<file path="config.mk">
export PLATFORM = sky130hd
export DESIGN_NAME = rx_mac
export DESIGN_NICKNAME = d
export VERILOG_FILES = /design/src/rtl/rx_mac.sv
export SDC_FILE = /design/constraint.sdc
export NUM_CORES = 1
export LEC_CHECK = 0
export ABC_CLOCK_PERIOD_IN_PS = 5700
export BUFFER_PORTS_ARGS = -buffer_cell sky130_fd_sc_hd__buf_4
export CAP_MARGIN = 15
export CORE_UTILIZATION = 59
export DETAILED_ROUTE_END_ITERATION = 10
export PLACE_DENSITY_LB_ADDON = 0.15
export SYNTH_ARGS = -nofsm -noshare
export SYNTH_HDL_FRONTEND = slang
export SYNTH_SLANG_ARGS = --single-unit
</file>
<file path="constraint.sdc">
create_clock -name RX_CLK -period 5.7 [get_ports RX_CLK]
set_input_delay 0 -clock RX_CLK [delete_from_list [all_inputs] [get_ports RX_CLK]]
set_output_delay 0 -clock RX_CLK [all_outputs]
set_load 0.02 [all_outputs]
</file>
<file path="src/rtl/rx_mac.sv">
// GMII receive MAC: strips preamble/SFD, streams N+1 payload bytes, checks the trailing CRC-32 FCS.
// Inputs and outputs are each registered once; the payload stream has no backpressure.
module rx_mac #(
  parameter int MIN_FRAME_LENGTH = 64,
  parameter int MAX_FRAME_LENGTH = 1518,
  parameter int MIN_PREAMBLE     = 5
) (
  input  logic       RX_CLK,
  input  logic       SYS_RST,
  input  logic [7:0] GMII_RXD,
  input  logic       GMII_RX_DV,
  input  logic       GMII_RX_ER,
  output logic       RX_BUSY,
  output logic [7:0] RX_DATA,
  output logic       RX_VALID,
  output logic       RX_SOF,
  output logic       RX_EOF,
  output logic [7:0] RX_LEN,
  output logic       RX_DONE,
  output logic       RX_CRC_OK,
  output logic [3:0] RX_ERR
);

  localparam logic [10:0] RUNT_BYTES = 11'(MIN_FRAME_LENGTH - 8);
  localparam logic [10:0] MAX_BYTES  = 11'(MAX_FRAME_LENGTH);
  localparam logic [3:0]  MIN_PRE    = 4'(MIN_PREAMBLE);

  typedef enum logic [2:0] {
    S_IDLE, S_PREAMBLE, S_CNTRL, S_PAYLOAD, S_PAD, S_DROP, S_DONE
  } state_t;

  state_t      state_q, state_d;
  logic [7:0]  rxd_q;
  logic        dv_q, er_q, dv_prev_q;
  logic [3:0]  pre_cnt_q, pre_cnt_d;
  logic [7:0]  n_q, n_d, pay_cnt_q, pay_cnt_d;
  logic [10:0] byte_cnt_q, byte_cnt_d;
  logic [31:0] line_q, line_d, crc_q, crc_d;
  logic        sfd_seen_q, sfd_seen_d, gmii_er_q, gmii_er_d;
  logic        bad_pre_q, bad_pre_d, too_long_q, too_long_d;
  logic        busy_q, busy_d, valid_q, valid_d, sof_q, sof_d, eof_q, eof_d;
  logic        done_q, done_d, crc_ok_q, crc_ok_d;
  logic [7:0]  data_q, data_d, len_q, len_d;
  logic [3:0]  err_q, err_d;
  logic [31:0] crc_fin;
  logic        fcs_match, trunc, runt;

  function automatic logic [31:0] crc_byte(input logic [31:0] c, input logic [7:0] b);
    logic [31:0] r;
    r = c ^ {24'h0, b};
    for (int i = 0; i < 8; i++) r = r[0] ? ((r >> 1) ^ 32'hEDB88320) : (r >> 1);
    return r;
  endfunction

  // Oldest byte in the delay line is FCS byte 0, which carries crc[7:0].
  assign crc_fin   = ~crc_q;
  assign fcs_match = (line_q == {crc_fin[7:0], crc_fin[15:8], crc_fin[23:16], crc_fin[31:24]});
  assign trunc     = byte_cnt_q < ({3'b0, n_q} + 11'd6);
  assign runt      = byte_cnt_q < RUNT_BYTES;

  always_comb begin
    state_d    = state_q;
    pre_cnt_d  = pre_cnt_q;
    n_d        = n_q;
    pay_cnt_d  = pay_cnt_q;
    byte_cnt_d = byte_cnt_q;
    line_d     = line_q;
    crc_d      = crc_q;
    sfd_seen_d = sfd_seen_q;
    gmii_er_d  = gmii_er_q;
    bad_pre_d  = bad_pre_q;
    too_long_d = too_long_q;
    valid_d    = 1'b0;
    sof_d      = 1'b0;
    eof_d      = 1'b0;
    done_d     = 1'b0;
    data_d     = data_q;
    len_d      = len_q;
    crc_ok_d   = crc_ok_q;
    err_d      = err_q;

    case (state_q)
      S_IDLE: begin
        if (dv_q && !dv_prev_q && rxd_q == 8'h55) begin
          state_d    = S_PREAMBLE;
          pre_cnt_d  = 4'd1;
          gmii_er_d  = er_q;
          bad_pre_d  = 1'b0;
          too_long_d = 1'b0;
        end
      end
      S_PREAMBLE: begin
        gmii_er_d = gmii_er_q | (dv_q & er_q);
        if (!dv_q) begin
          state_d   = S_DROP;
          bad_pre_d = 1'b1;
        end else if (rxd_q == 8'h55) begin
          if (pre_cnt_q != 4'hF) pre_cnt_d = pre_cnt_q + 4'd1;
        end else if (rxd_q == 8'hD5 && pre_cnt_q >= MIN_PRE) begin
          state_d    = S_CNTRL;
          sfd_seen_d = 1'b1;
          crc_d      = 32'hFFFFFFFF;
          byte_cnt_d = 11'd0;
          line_d     = 32'h0;
          pay_cnt_d  = 8'd0;
        end else begin
          state_d   = S_DROP;
          bad_pre_d = 1'b1;
        end
      end
      S_CNTRL, S_PAYLOAD, S_PAD: begin
        if (!dv_q) begin
          state_d  = S_DONE;
          done_d   = 1'b1;
          crc_ok_d = fcs_match && !trunc && !gmii_er_q;
          err_d    = {1'b0, trunc | runt, gmii_er_q, 1'b0};
        end else begin
          line_d     = {line_q[23:0], rxd_q};
          byte_cnt_d = byte_cnt_q + 11'd1;
          gmii_er_d  = gmii_er_q | er_q;
          if (byte_cnt_q >= 11'd4) crc_d = crc_byte(crc_q, line_q[31:24]);
          if (state_q == S_CNTRL) begin
            n_d     = rxd_q;
            state_d = S_PAYLOAD;
          end else if (state_q == S_PAYLOAD) begin
            valid_d = 1'b1;
            data_d  = rxd_q;
            sof_d   = (pay_cnt_q == 8'd0);
            if (pay_cnt_q == 8'd0) len_d = n_q;
            if (pay_cnt_q == n_q) begin
              eof_d   = 1'b1;
              state_d = S_PAD;
            end else begin
              pay_cnt_d = pay_cnt_q + 8'd1;
            end
          end
          // This byte pushes the post-SFD count past the limit.
          if (byte_cnt_q == MAX_BYTES) begin
            state_d    = S_DROP;
            too_long_d = 1'b1;
          end
        end
      end
      S_DROP: begin
        gmii_er_d = gmii_er_q | (dv_q & er_q);
        if (!dv_q) begin
          state_d  = S_DONE;
          done_d   = 1'b1;
          crc_ok_d = 1'b0;
          err_d    = {too_long_q, 1'b0, gmii_er_q, bad_pre_q};
        end
      end
      S_DONE: begin
        state_d    = S_IDLE;
        sfd_seen_d = 1'b0;
      end
      default: state_d = S_IDLE;
    endcase

    busy_d = sfd_seen_d;
  end

  always_ff @(posedge RX_CLK or posedge SYS_RST) begin
    if (SYS_RST) begin
      state_q    <= S_IDLE;
      rxd_q      <= 8'h0;
      dv_q       <= 1'b0;
      er_q       <= 1'b0;
      dv_prev_q  <= 1'b0;
      pre_cnt_q  <= 4'd0;
      n_q        <= 8'd0;
      pay_cnt_q  <= 8'd0;
      byte_cnt_q <= 11'd0;
      line_q     <= 32'h0;
      crc_q      <= 32'hFFFFFFFF;
      sfd_seen_q <= 1'b0;
      gmii_er_q  <= 1'b0;
      bad_pre_q  <= 1'b0;
      too_long_q <= 1'b0;
      busy_q     <= 1'b0;
      valid_q    <= 1'b0;
      sof_q      <= 1'b0;
      eof_q      <= 1'b0;
      done_q     <= 1'b0;
      data_q     <= 8'h0;
      len_q      <= 8'h0;
      crc_ok_q   <= 1'b0;
      err_q      <= 4'h0;
    end else begin
      state_q    <= state_d;
      rxd_q      <= GMII_RXD;
      dv_q       <= GMII_RX_DV;
      er_q       <= GMII_RX_ER;
      dv_prev_q  <= dv_q;
      pre_cnt_q  <= pre_cnt_d;
      n_q        <= n_d;
      pay_cnt_q  <= pay_cnt_d;
      byte_cnt_q <= byte_cnt_d;
      line_q     <= line_d;
      crc_q      <= crc_d;
      sfd_seen_q <= sfd_seen_d;
      gmii_er_q  <= gmii_er_d;
      bad_pre_q  <= bad_pre_d;
      too_long_q <= too_long_d;
      busy_q     <= busy_d;
      valid_q    <= valid_d;
      sof_q      <= sof_d;
      eof_q      <= eof_d;
      done_q     <= done_d;
      data_q     <= data_d;
      len_q      <= len_d;
      crc_ok_q   <= crc_ok_d;
      err_q      <= err_d;
    end
  end

  assign RX_BUSY   = busy_q;
  assign RX_DATA   = data_q;
  assign RX_VALID  = valid_q;
  assign RX_SOF    = sof_q;
  assign RX_EOF    = eof_q;
  assign RX_LEN    = len_q;
  assign RX_DONE   = done_q;
  assign RX_CRC_OK = crc_ok_q;
  assign RX_ERR    = err_q;

endmodule
</file>
==> results.ini, run 1 <==
[detailed_routing]
drc = 0
first_pass_iters = 5
via_per_inst = 5.85
drt_iter0_drc = 490
wl_per_cell_um = 18.2
drt-total-wl_um = 16300
vias = 5249
final_antenna_net_count = 0

[finish]
antenna_cells = 0
drive_gt1_share_pct = 28.0
final_cells = 897
final_nets = 747
fin_util_pct = 70.3
syn2layout_area_growth_pct = 15.2

[logic_synthesis]
synthDistinctLibCells = 61
netlist_instances = 670
synth_nets = 701
synth_flop_cell = dfrtp_1
synth_edf_count = 0
avgSynthCellArea_um2 = 11.0
synth_warnings = 0
yosysSeqAreaShare_pct = 47.2
async_flop_share_pct = 100
synth_seq_cells = 138
synth.cell_area_um2 = 7390

[global_route]
grt_antenna_before_repair = 0
grt_start_max_net_pins = 84
grt_first_pass_wirelength_um = 27000
grt_pass1_vias = 5094
globalRouteTotalUtil_pct = 27.4
grt-ovfl-total = 0

[hold_path]
hold_class = input pin to async pin

[cts]
root_buffer = clkbuf_16
numCtsBuffers = 17
clk_pin_slew_ns = 0.06
cts_max_path_buffers = 2
clkLatencyLatePin_ns = 0.42
cts_tree = yes
htreeDepth = 4
clkSinkCount = 138
postCtsSetupBuffers = 0

[floorplan]
placementRows = 40
io_pins = 38
core_region_area_um2 = 12100
start_util_pct = 61.0
dieArea_um2 = 13000
die_w_um = 114
fp.dieH_um = 114

[timing]
tightest_slew_ns = 1.01
fin_skew_ns = 0.00739
fmax_ghz = 0.363
tns_ns = 0
setup_viol_count_final = 0
timing_hold_violations_final = 0
slew_headroom_pct = 32.8
rsz0062_at_grt = no
final.min_clock_period_ns = 2.75
final_max_slew_viol_count = 0
finalCritPeriodShare_pct = 48.3

[setup_path]
path_max_fanout = 20
crit_type = flop to flop
r2r_cells = 6
crit_path_start_kind = flop
cp_data_arrival_time_ns = 3.04
endpoint_kind = flop
cp.required_ns = 5.99

[outcome]
outcome = completed

[job]
cap_violations = 0

[placed_design]
dp_cells = 853
place_congestion = 0.906
numPortBuffers = 37
dp_hpwl_um = 11300

[pwr]
p_leak_nw = 3.58
powerDensity_nw_per_um2 = 687
power.total_mw = 5.85
vdd_drop_max_v = 0.000388

-- cell usage in the layout, fill, tap and decap left out, types with 3 or more instances in the layout --
cell and count:
dfrtp_1 106, xnor2_1 67, nand2_1 50, buf_4 41, xor2_1 40, nor2_1 33
o21ai_0 32, dfstp_2 32, a22o_1 30, nor2_2 29, a21oi_2 28, ha_1 19
clkbuf_16 17, inv_1 15, a21oi_1 15, mux2_2 15, nand3_1 15, dlygate4sd3_1 11
and3_1 10, nand4_1 10, nand2b_1 9, nor3_1 8, nor4_1 7, a31oi_1 6
xnor2_2 6, nor2b_1 5, inv_6 5, and2_1 3, nor4b_1 3, nand4b_1 3
o21ai_1 3, o31ai_1 3, xor2_4 3, xor2_2 3
-- synth_stat cells (3+ instances only) --
master,count,area share [%]
nand2b_1,9,0.76
xnor2_1,67,7.9
mux2_2,15,2.3
dfstp_2,32,11
a21oi_1,16,1.1
o21ai_0,32,2.2
and2_1,3,0.25
o31ai_1,3,0.30
xnor2_2,6,1.3
xor2_1,40,4.7
buf_2,7,0.47
o21ai_1,3,0.20
a31oi_1,6,0.51
nor2_1,34,1.7
and3_1,10,0.85
nor2b_1,5,0.42
nand4b_1,3,0.36
ha_1,19,3.2
nand3_1,15,1.0
nor4_1,7,0.59
dfrtp_1,106,36
clkbuf_1,14,0.71
nor3_1,8,0.54
xor2_2,3,0.66
nand4_1,10,0.85
inv_1,16,0.81
a21oi_2,28,3.3
nor2_2,28,2.4
a22o_1,30,3.6
nor4b_1,3,0.36
nand2_1,50,2.5
xor2_4,3,1.1
buf_6,4,0.61
-- stage by stage --
step / setup slack [ns] / instance area, um2 / hold slack [ns]
after floorplan: 2.06 / 7390 / 0.0314
after CTS: 2.77 / 8490 / 0.200
after detailed placement: 2.77 / 7790 / 0.0873
after global routing: 2.71 / 8520 / 0.216
after global placement: 2.88 / 7790 / 0.0873
final: 2.95 / 8520 / 0.189
-- power breakdown --
| group | leakage, nW | switching (mW) | internal, mW | total, mW |
|---|---|---|---|---|
| Combinational | 1.61 | 1.62 | 1.36 | 2.97 |
| Sequential | 1.69 | 0.430 | 1.36 | 1.79 |
| Clock | 0.286 | 0.437 | 0.654 | 1.09 |
| Total | 3.58 | 2.48 | 3.37 | 5.85 |
-- state kept, by name, summed over array words and instances (netlist names), 3 cells and up --
signal	flops
line_q	32
state_q	3
pay_cnt_q	8
n_q	8
pre_cnt_q	4
rxd_q	8
RX_DATA	8
RX_LEN	8
crc_q	32
byte_cnt_q	11
RX_ERR	4
-- area by class of cell --
cell class / instances / area (um2)
Sequential cell: 138 / 3490
Clock buffer: 18 / 429
Tap cell: 168 / 210
Fill cell: 888 / 3590
Inverter: 16 / 65.1
Multi-Input combinational cell: 490 / 3710
Timing Repair Buffer: 53 / 445
Clock inverter: 14 / 160
-- worst max-delay path, stage by stage (launching register included) --
cell,delay (ns)
dfrtp_1,0.73
inv_1,0.43
nor2_1,0.23
and3_1,0.56
nand3_1,0.41
nand2_1,0.16
o21ai_0,0.09
-- path summary, 6_finish.rpt --
| check | slack, ns | startpoint | to |
|---|---|---|---|
| worst max-delay path | 2.95 | dv_q$_DFF_PP0_ | RX_LEN[1]$_DFFE_PP0P_ |
| worst min-delay path | 0.19 | SYS_RST | RX_ERR[1]$_DFFE_PP0P_ |
| worst max register to register | 2.95 | dv_q$_DFF_PP0_ | RX_LEN[1]$_DFFE_PP0P_ |
| worst min register to register | 0.48 | RX_LEN[5]$_DFFE_PP0P_ | RX_LEN[5]$_DFFE_PP0P_ |
| max in group asynchronous | 4.11 | SYS_RST | line_q[31]$_DFFE_PP0P_ |
| min in group RX_CLK | 0.22 | GMII_RXD[0] | rxd_q[0]$_DFF_PP0_ |
-- logic make-up after synthesis --
kind of cell               count (synthesis)  share of synthesized area (%)
AOI/OAI and AO/OA                        137                           13.8
buffers and inverters                     42                           2.71
DFF                                      138                           47.2
xor gates and xnor gates                 121                           16.5
muxes                                     15                           2.28
adders and majority gates                 19                           3.22
and+or+nand+nor                          198                           14.2
-- routing by layer --
metal,GRT usage (%),up-vias,share of wire [%]
met3,5.58,19,6.7
met4,8.48,0,1.2
met2,42.0,204,47
li1,-,2417,-
met5,0,-,0
met1,39.5,2609,45
-- repair_timing --
action	CTS	global route
endpoints found under the hold margin	65	0
gates resized for setup	0	0
hold buffers	11	0
setup endpoints to repair	0	0
Note: power is estimated with default switching activity, not from simulation.
==> run 2: changes to the inputs <==
--- a/config.mk
+++ b/config.mk
@@ -5,7 +5,7 @@
 export SDC_FILE = /design/constraint.sdc
 export NUM_CORES = 1
 export LEC_CHECK = 0
-export ABC_CLOCK_PERIOD_IN_PS = 5700
+export ABC_CLOCK_PERIOD_IN_PS = 2700
 export BUFFER_PORTS_ARGS = -buffer_cell sky130_fd_sc_hd__buf_4
 export CAP_MARGIN = 15
 export CORE_UTILIZATION = 59
==> constraint.sdc (replaced) <==
create_clock -name RX_CLK -period 2.7 [get_ports RX_CLK]
set_input_delay 0 -clock RX_CLK [delete_from_list [all_inputs] [get_ports RX_CLK]]
set_output_delay 0 -clock RX_CLK [all_outputs]
set_load 0.02 [all_outputs]
==> results.ini, run 2 (same netlist as run 1, synthesis figures left out) <==
[cts]
cts_max_path_buffers = 2  ; unchanged
numCtsBuffers = 17  ; unchanged
htreeDepth = 4  ; unchanged
root_buffer = clkbuf_16
clk_pin_slew_ns = 0.06  ; about the same
cts_tree = yes
clkLatencyLatePin_ns = 0.43  ; about the same
clkSinkCount = 138  ; unchanged
cts.repair.resized = 0  ; unchanged

[detailed_routing]
vias = 5234  ; -0.29%
drt_iter0_drc = 394  ; -20%
drt-total-wl_um = 16500  ; +1.0%
first_pass_iters = 5  ; unchanged
drc = 0  ; unchanged
via_per_inst = 5.73  ; -2.1%
wl_per_cell_um = 18.0  ; -0.85%
final_antenna_net_count = 0  ; unchanged

[floorplan]
die_w_um = 114  ; unchanged
start_util_pct = 61.0  ; unchanged
core_region_area_um2 = 12100  ; unchanged
io_pins = 38  ; unchanged
fp.dieH_um = 114  ; unchanged
dieArea_um2 = 13000  ; unchanged
placementRows = 40  ; unchanged

[placed_design]
place_area_um2 = 7970  ; +2.4%
dp_hpwl_um = 11300  ; +0.11%
place_congestion = 0.937  ; +3.4%
numPortBuffers = 37  ; unchanged

[pwr]
power.total_mw = 12.7  ; +120%
p_int_mw = 7.29  ; +120%
vdd_drop_max_v = 0.000972  ; +150%
p_sw_share_pct = 42.6  ; +0.12 points
clkPwrFrac_pct = 18.8  ; about the same
p_leak_nw = 3.67  ; +2.7%
p_seq_share_pct = 28.9  ; -1.6 points
comb_power_share_pct = 52.3  ; +1.5 points
p_switching_mw = 5.40  ; +120%
powerDensity_nw_per_um2 = 1460  ; +110%

[finish]
drive_gt1_share_pct = 29.8  ; +1.8 points
final_common_cell = dfrtp_1
syn2layout_area_growth_pct = 17.5
reg_top3 = crc_q (32), line_q (32), byte_cnt_q (11)
postLayoutCellArea_um2 = 8690  ; +2.0%
final_nets = 764  ; +2.3%
final_cell_mix = dfrtp_1 (106), xnor2_1 (67), buf_4 (55), nand2_1 (50), xor2_1 (40)
antenna_cells = 0  ; unchanged

[global_route]
grt_first_pass_wirelength_um = 27000  ; about the same
grt_start_max_net_pins = 139  ; +65%
grt-ovfl-total = 0  ; unchanged
grt_pass1_vias = 5280  ; +3.7%
globalRouteTotalUtil_pct = 27.4  ; about the same
grt_antenna_before_repair = 0  ; unchanged

[setup_path]
r2r_slack_ns = 0.34  ; -2.61 ns
crit_type = flop to flop
crit_start = pre_cnt_q[0]$_DFFE_PP0P_
cp_data_arrival_time_ns = 2.71  ; -0.33 ns
crit_path_end = crc_q[29]$_DFFE_PP1P_
reg2reg_to = crc_q[29]$_DFFE_PP1P_
r2r_cells = 9  ; +3
cp.required_ns = 3.05  ; -2.94 ns
r2r_start = pre_cnt_q[0]$_DFFE_PP0P_
endpoint_kind = flop
path_max_fanout = 34  ; +70%
crit_path_start_kind = flop

[timing]
tightest_slew_ns = 0.809  ; -0.199 ns
fmax_ghz = 0.424  ; +17%
finalCritPeriodShare_pct = 87.4  ; +39 points
setup_viol_count_final = 0  ; unchanged
timing_hold_violations_final = 0  ; unchanged
final_max_slew_viol_count = 0  ; unchanged
rsz0062_at_grt = no
final.min_clock_period_ns = 2.36  ; -0.394 ns
slew_headroom_pct = 45.7  ; +13 points
tns_ns = 0  ; unchanged
fin_skew_ns = 0.00861  ; +0.00122 ns

[hold_path]
hold_class = input pin to flop
hold_depth = 2

[job]
cap_violations = 0  ; unchanged

[outcome]
outcome = completed

==> run 2: cell types whose count changed in the layout (fill, tap and decap cells not counted), sizes merged <==
cell,previous run,this run
buf,42,59
clkbuf,18,17
inv,22,25
clkinv,4,2
==> run 2: through the flow <==
step | hold WS, ns | cells | util, % | worst slack (ns)
CTS | 0.205 | 914 | 71.7 | 0.326
floorplan | 0.0314 | 670 | - | 0.588
finish | 0.216 | 914 | 71.7 | 0.341
global placement | 0.110 | 871 | 65.8 | 0.470
global route | 0.212 | 914 | 71.7 | 0.181
detailed placement | 0.110 | 871 | 65.8 | 0.375
==> run 2: routing by layer <==
metal / share of wire, % / vias to the layer above / track usage [%]
met1: 46 / 2581 / 36.9
met5: 0 / - / 0
met4: 2.0 / 0 / 9.70
li1: - / 2458 / -
met3: 5.4 / 37 / 7.39
met2: 46 / 158 / 42.8
==> run 2: worst min-delay path by stage <==
| stage | endpoint | startpoint | slack (ns) |
|---|---|---|---|
| final | rxd_q[1]$_DFF_PP0_ | GMII_RXD[1] | 0.22 |
| after global routing | rxd_q[2]$_DFF_PP0_ | GMII_RXD[2] | 0.21 |
| after CTS | rxd_q[1]$_DFF_PP0_ | GMII_RXD[1] | 0.20 |
| after detailed placement | rxd_q[6]$_DFF_PP0_ | GMII_RXD[6] | 0.11 |
| after global placement | rxd_q[3]$_DFF_PP0_ | GMII_RXD[3] | 0.11 |
| after floorplan | dv_q$_DFF_PP0_ | GMII_RX_DV | 0.03 |
==> run 2: critical path: stages (launching register included) <==
cell and delay, ns:
dfrtp_1 0.39, inv_1 0.10, ha_1 0.20, nand2b_1 0.07, a21oi_1 0.13, o41a_1 0.54
a311oi_4 0.33, buf_12 0.28, nor2_1 0.09, a21oi_1 0.14
==> run 2: final cells by class <==
cell class	instances	area (um2)
inverters	16	63.8
repair buffers	70	603
well taps	168	210
clock buffers	17	425
fillers	883	3430
flip-flops and latches	138	3490
clock inverters	15	176
multi-input cells	490	3710
==> run 2: power by group through the flow <==
stage | combinational (mW) | clock (mW) | sequential [mW]
detailed placement | 6.52 | 0 | 3.68
floorplan | 5.04 | 0 | 3.60
global placement | 6.42 | 0 | 3.66
global route | 7.16 | 2.50 | 3.75
CTS | 6.65 | 2.41 | 3.66
finish | 6.63 | 2.39 | 3.67
==> run 2: what timing repair did <==
action | in CTS | in global routing
endpoints found under the hold margin | 116 | 0
hold buffers | 11 | 0
setup buffers | 0 | 0
==> run 3: changes to the inputs <==
--- a/config.mk
+++ b/config.mk
@@ -8,9 +8,11 @@
 export ABC_CLOCK_PERIOD_IN_PS = 2700
 export BUFFER_PORTS_ARGS = -buffer_cell sky130_fd_sc_hd__buf_4
 export CAP_MARGIN = 15
+export CORE_MARGIN = 1
 export CORE_UTILIZATION = 59
 export DETAILED_ROUTE_END_ITERATION = 10
-export PLACE_DENSITY_LB_ADDON = 0.15
+export GPL_TIMING_DRIVEN = 0
+export PLACE_DENSITY_LB_ADDON = 0.05
 export SYNTH_ARGS = -nofsm -noshare
 export SYNTH_HDL_FRONTEND = slang
 export SYNTH_SLANG_ARGS = --single-unit
==> results.ini, run 3 (same netlist as run 1, synthesis figures left out) <==
[outcome]
outcome = completed

[cts]
clkLatencyLatePin_ns = 0.43  ; about the same
clk_pin_slew_ns = 0.06  ; about the same
numCtsBuffers = 17  ; unchanged
clkSinkCount = 138  ; unchanged
postCtsSetupBuffers = 0  ; unchanged
cts_max_path_buffers = 2  ; unchanged
root_buffer = clkbuf_16
htreeDepth = 4  ; unchanged
cts_tree = yes

[timing]
fmax_ghz = 0.394  ; -7.1%
finalCritPeriodShare_pct = 94.1  ; +6.7 points
final.min_clock_period_ns = 2.54  ; +0.181 ns
timing_hold_violations_final = 0  ; unchanged
worst_slack_ns = 0.159  ; -0.181 ns
tightest_slew_ns = 0.852  ; +0.0431 ns
slew_headroom_pct = 43.0  ; -2.7 points
rsz0062_at_grt = no
final_max_slew_viol_count = 0  ; unchanged
tns_ns = 0  ; unchanged
setup_viol_count_final = 0  ; unchanged
fin_skew_ns = 0.0110  ; +0.00237 ns

[pwr]
clkPwrFrac_pct = 18.1  ; -0.7 points
p_seq_share_pct = 28.6  ; -0.3 points
p_int_mw = 7.18  ; -1.4%
p_switching_mw = 5.45  ; +0.84%
powerDensity_nw_per_um2 = 1460  ; -0.18%
power.total_mw = 12.6  ; -0.45%
comb_power_share_pct = 53.3  ; +1.0 points
p_leak_nw = 3.66  ; -0.52%
vdd_drop_max_v = 0.000749  ; -23%
p_sw_share_pct = 43.1  ; +0.55 points

[global_route]
grt_first_pass_wirelength_um = 28100  ; +4.3%
globalRouteTotalUtil_pct = 28.9  ; +1.4 points
grt_pass1_vias = 5243  ; -0.70%
grt_antenna_before_repair = 0  ; unchanged
grt-ovfl-total = 0  ; unchanged
grt_start_max_net_pins = 46  ; -67%

[floorplan]
dieArea_um2 = 13000  ; unchanged
io_pins = 38  ; unchanged
die_w_um = 114  ; unchanged
core_region_area_um2 = 12100  ; unchanged
start_util_pct = 61.0  ; unchanged
fp.dieH_um = 114  ; unchanged
placementRows = 40  ; unchanged

[finish]
final_nets = 771  ; +0.92%
final_cell_mix = dfrtp_1 (106), xnor2_1 (67), nand2_1 (50), xor2_1 (40), buf_4 (38)
drive_gt1_share_pct = 28.2  ; -1.6 points
final_common_cell = dfrtp_1
syn2layout_area_growth_pct = 17.2
fillers = 889  ; +0.68%
antenna_cells = 0  ; unchanged
reg_top3 = crc_q (32), line_q (32), byte_cnt_q (11)
postLayoutCellArea_um2 = 8660  ; -0.27%
fin_util_pct = 71.5  ; -0.20 points

[hold_path]
hold_class = input pin to async pin

[setup_path]
endpoint_kind = flop
cp_data_arrival_time_ns = 2.90  ; +0.19 ns
cp.required_ns = 3.06  ; about the same
crit_path_start_kind = flop
path_max_fanout = 10  ; -71%
crit_type = flop to flop

[placed_design]
place_area_um2 = 7950  ; -0.36%
place_congestion = 0.897  ; -4.3%
pre_cts_ws_ns = 0.172  ; -0.203 ns
dp_hpwl_um = 12200  ; +8.4%
numPortBuffers = 37  ; unchanged

[detailed_routing]
drt-total-wl_um = 17500  ; +6.1%
drt_iter0_drc = 315  ; -20%
drc = 0  ; unchanged
first_pass_iters = 6  ; +1
via_per_inst = 5.80  ; +1.2%
wl_per_cell_um = 19.0  ; +5.4%
vias = 5332  ; +1.9%
final_antenna_net_count = 0  ; unchanged

[job]
cap_violations = 0  ; unchanged

[run 3: critical path, cell delays in order (launching register included)]
cell and delay (ns):
dfrtp_1 0.41, inv_1 0.10, ha_1 0.14, nand2b_1 0.10
a21oi_1 0.16, o41a_1 0.56, a311oi_4 0.56, buf_6 0.27
nor2_2 0.05, a21oi_2 0.11
[run 3: cell type report]
class	instances	area, um2	area share [%]
multi-input cells	490	3720	43.0
inverters	16	63.8	0.737
repair buffers	51	448	5.17
clock buffers	18	439	5.07
flip-flops and latches	138	3490	40.3
well taps	168	210	2.43
plain buffers	26	140	1.62
clock inverters	13	145	1.68
[run 3: path summary, 6_finish.rpt]
path	start	end	slack, ns	cells after the start
hold / removal	SYS_RST	line_q[31]$_DFFE_PP0P_	0.15	3
min in group RX_CLK	GMII_RXD[6]	rxd_q[6]$_DFF_PP0_	0.22	2
max in group asynchronous	SYS_RST	crc_q[27]$_DFFE_PP1P_	1.66	5
setup / recovery	pre_cnt_q[1]$_DFFE_PP0P_	crc_q[24]$_DFFE_PP1P_	0.16	9
setup reg to reg	pre_cnt_q[1]$_DFFE_PP0P_	crc_q[24]$_DFFE_PP1P_	0.16	9
hold reg to reg	dv_q$_DFF_PP0_	dv_prev_q$_DFF_PP0_	0.39	0
[run 3: layer usage]
| layer | track usage (%) | part of all wire (%) | vias up | routed length (um) |
|---|---|---|---|---|
| li1 | - | - | 2478 | - |
| met1 | 40.5 | 46 | 2629 | 8020 |
| met2 | 44.9 | 46 | 190 | 8120 |
| met3 | 6.11 | 5.6 | 35 | 981 |
| met4 | 9.44 | 1.9 | 0 | 335 |
| met5 | 0 | 0 | - | 0 |
[run 3: power groups by stage]
stage          sequential (mW)  clock, mW  combinational [mW]
2_1_floorplan             3.60          0                5.04
3_3_place_gp              3.59          0                6.42
3_5_place_dp              3.62          0                6.54
4_1_cts                   3.59       2.31                6.67
5_1_grt                   3.70       2.39                7.16
6_report                  3.61       2.29                6.73
[run 3: stage by stage]
| stage | std cells | hold WS, ns |
|---|---|---|
| after detailed placement | 878 | 0.0345 |
| after CTS | 920 | 0.147 |
| final | 920 | 0.147 |
| after floorplan | 670 | 0.0314 |
| after global placement | 875 | 0.110 |
| after global routing | 920 | 0.198 |
[run 3: timing repair]
item                                    CTS  global route
hold buffers                             11             0
resized for setup                         0             2
endpoints found under the hold margin    84             0
endpoints found under the setup margin    0            28
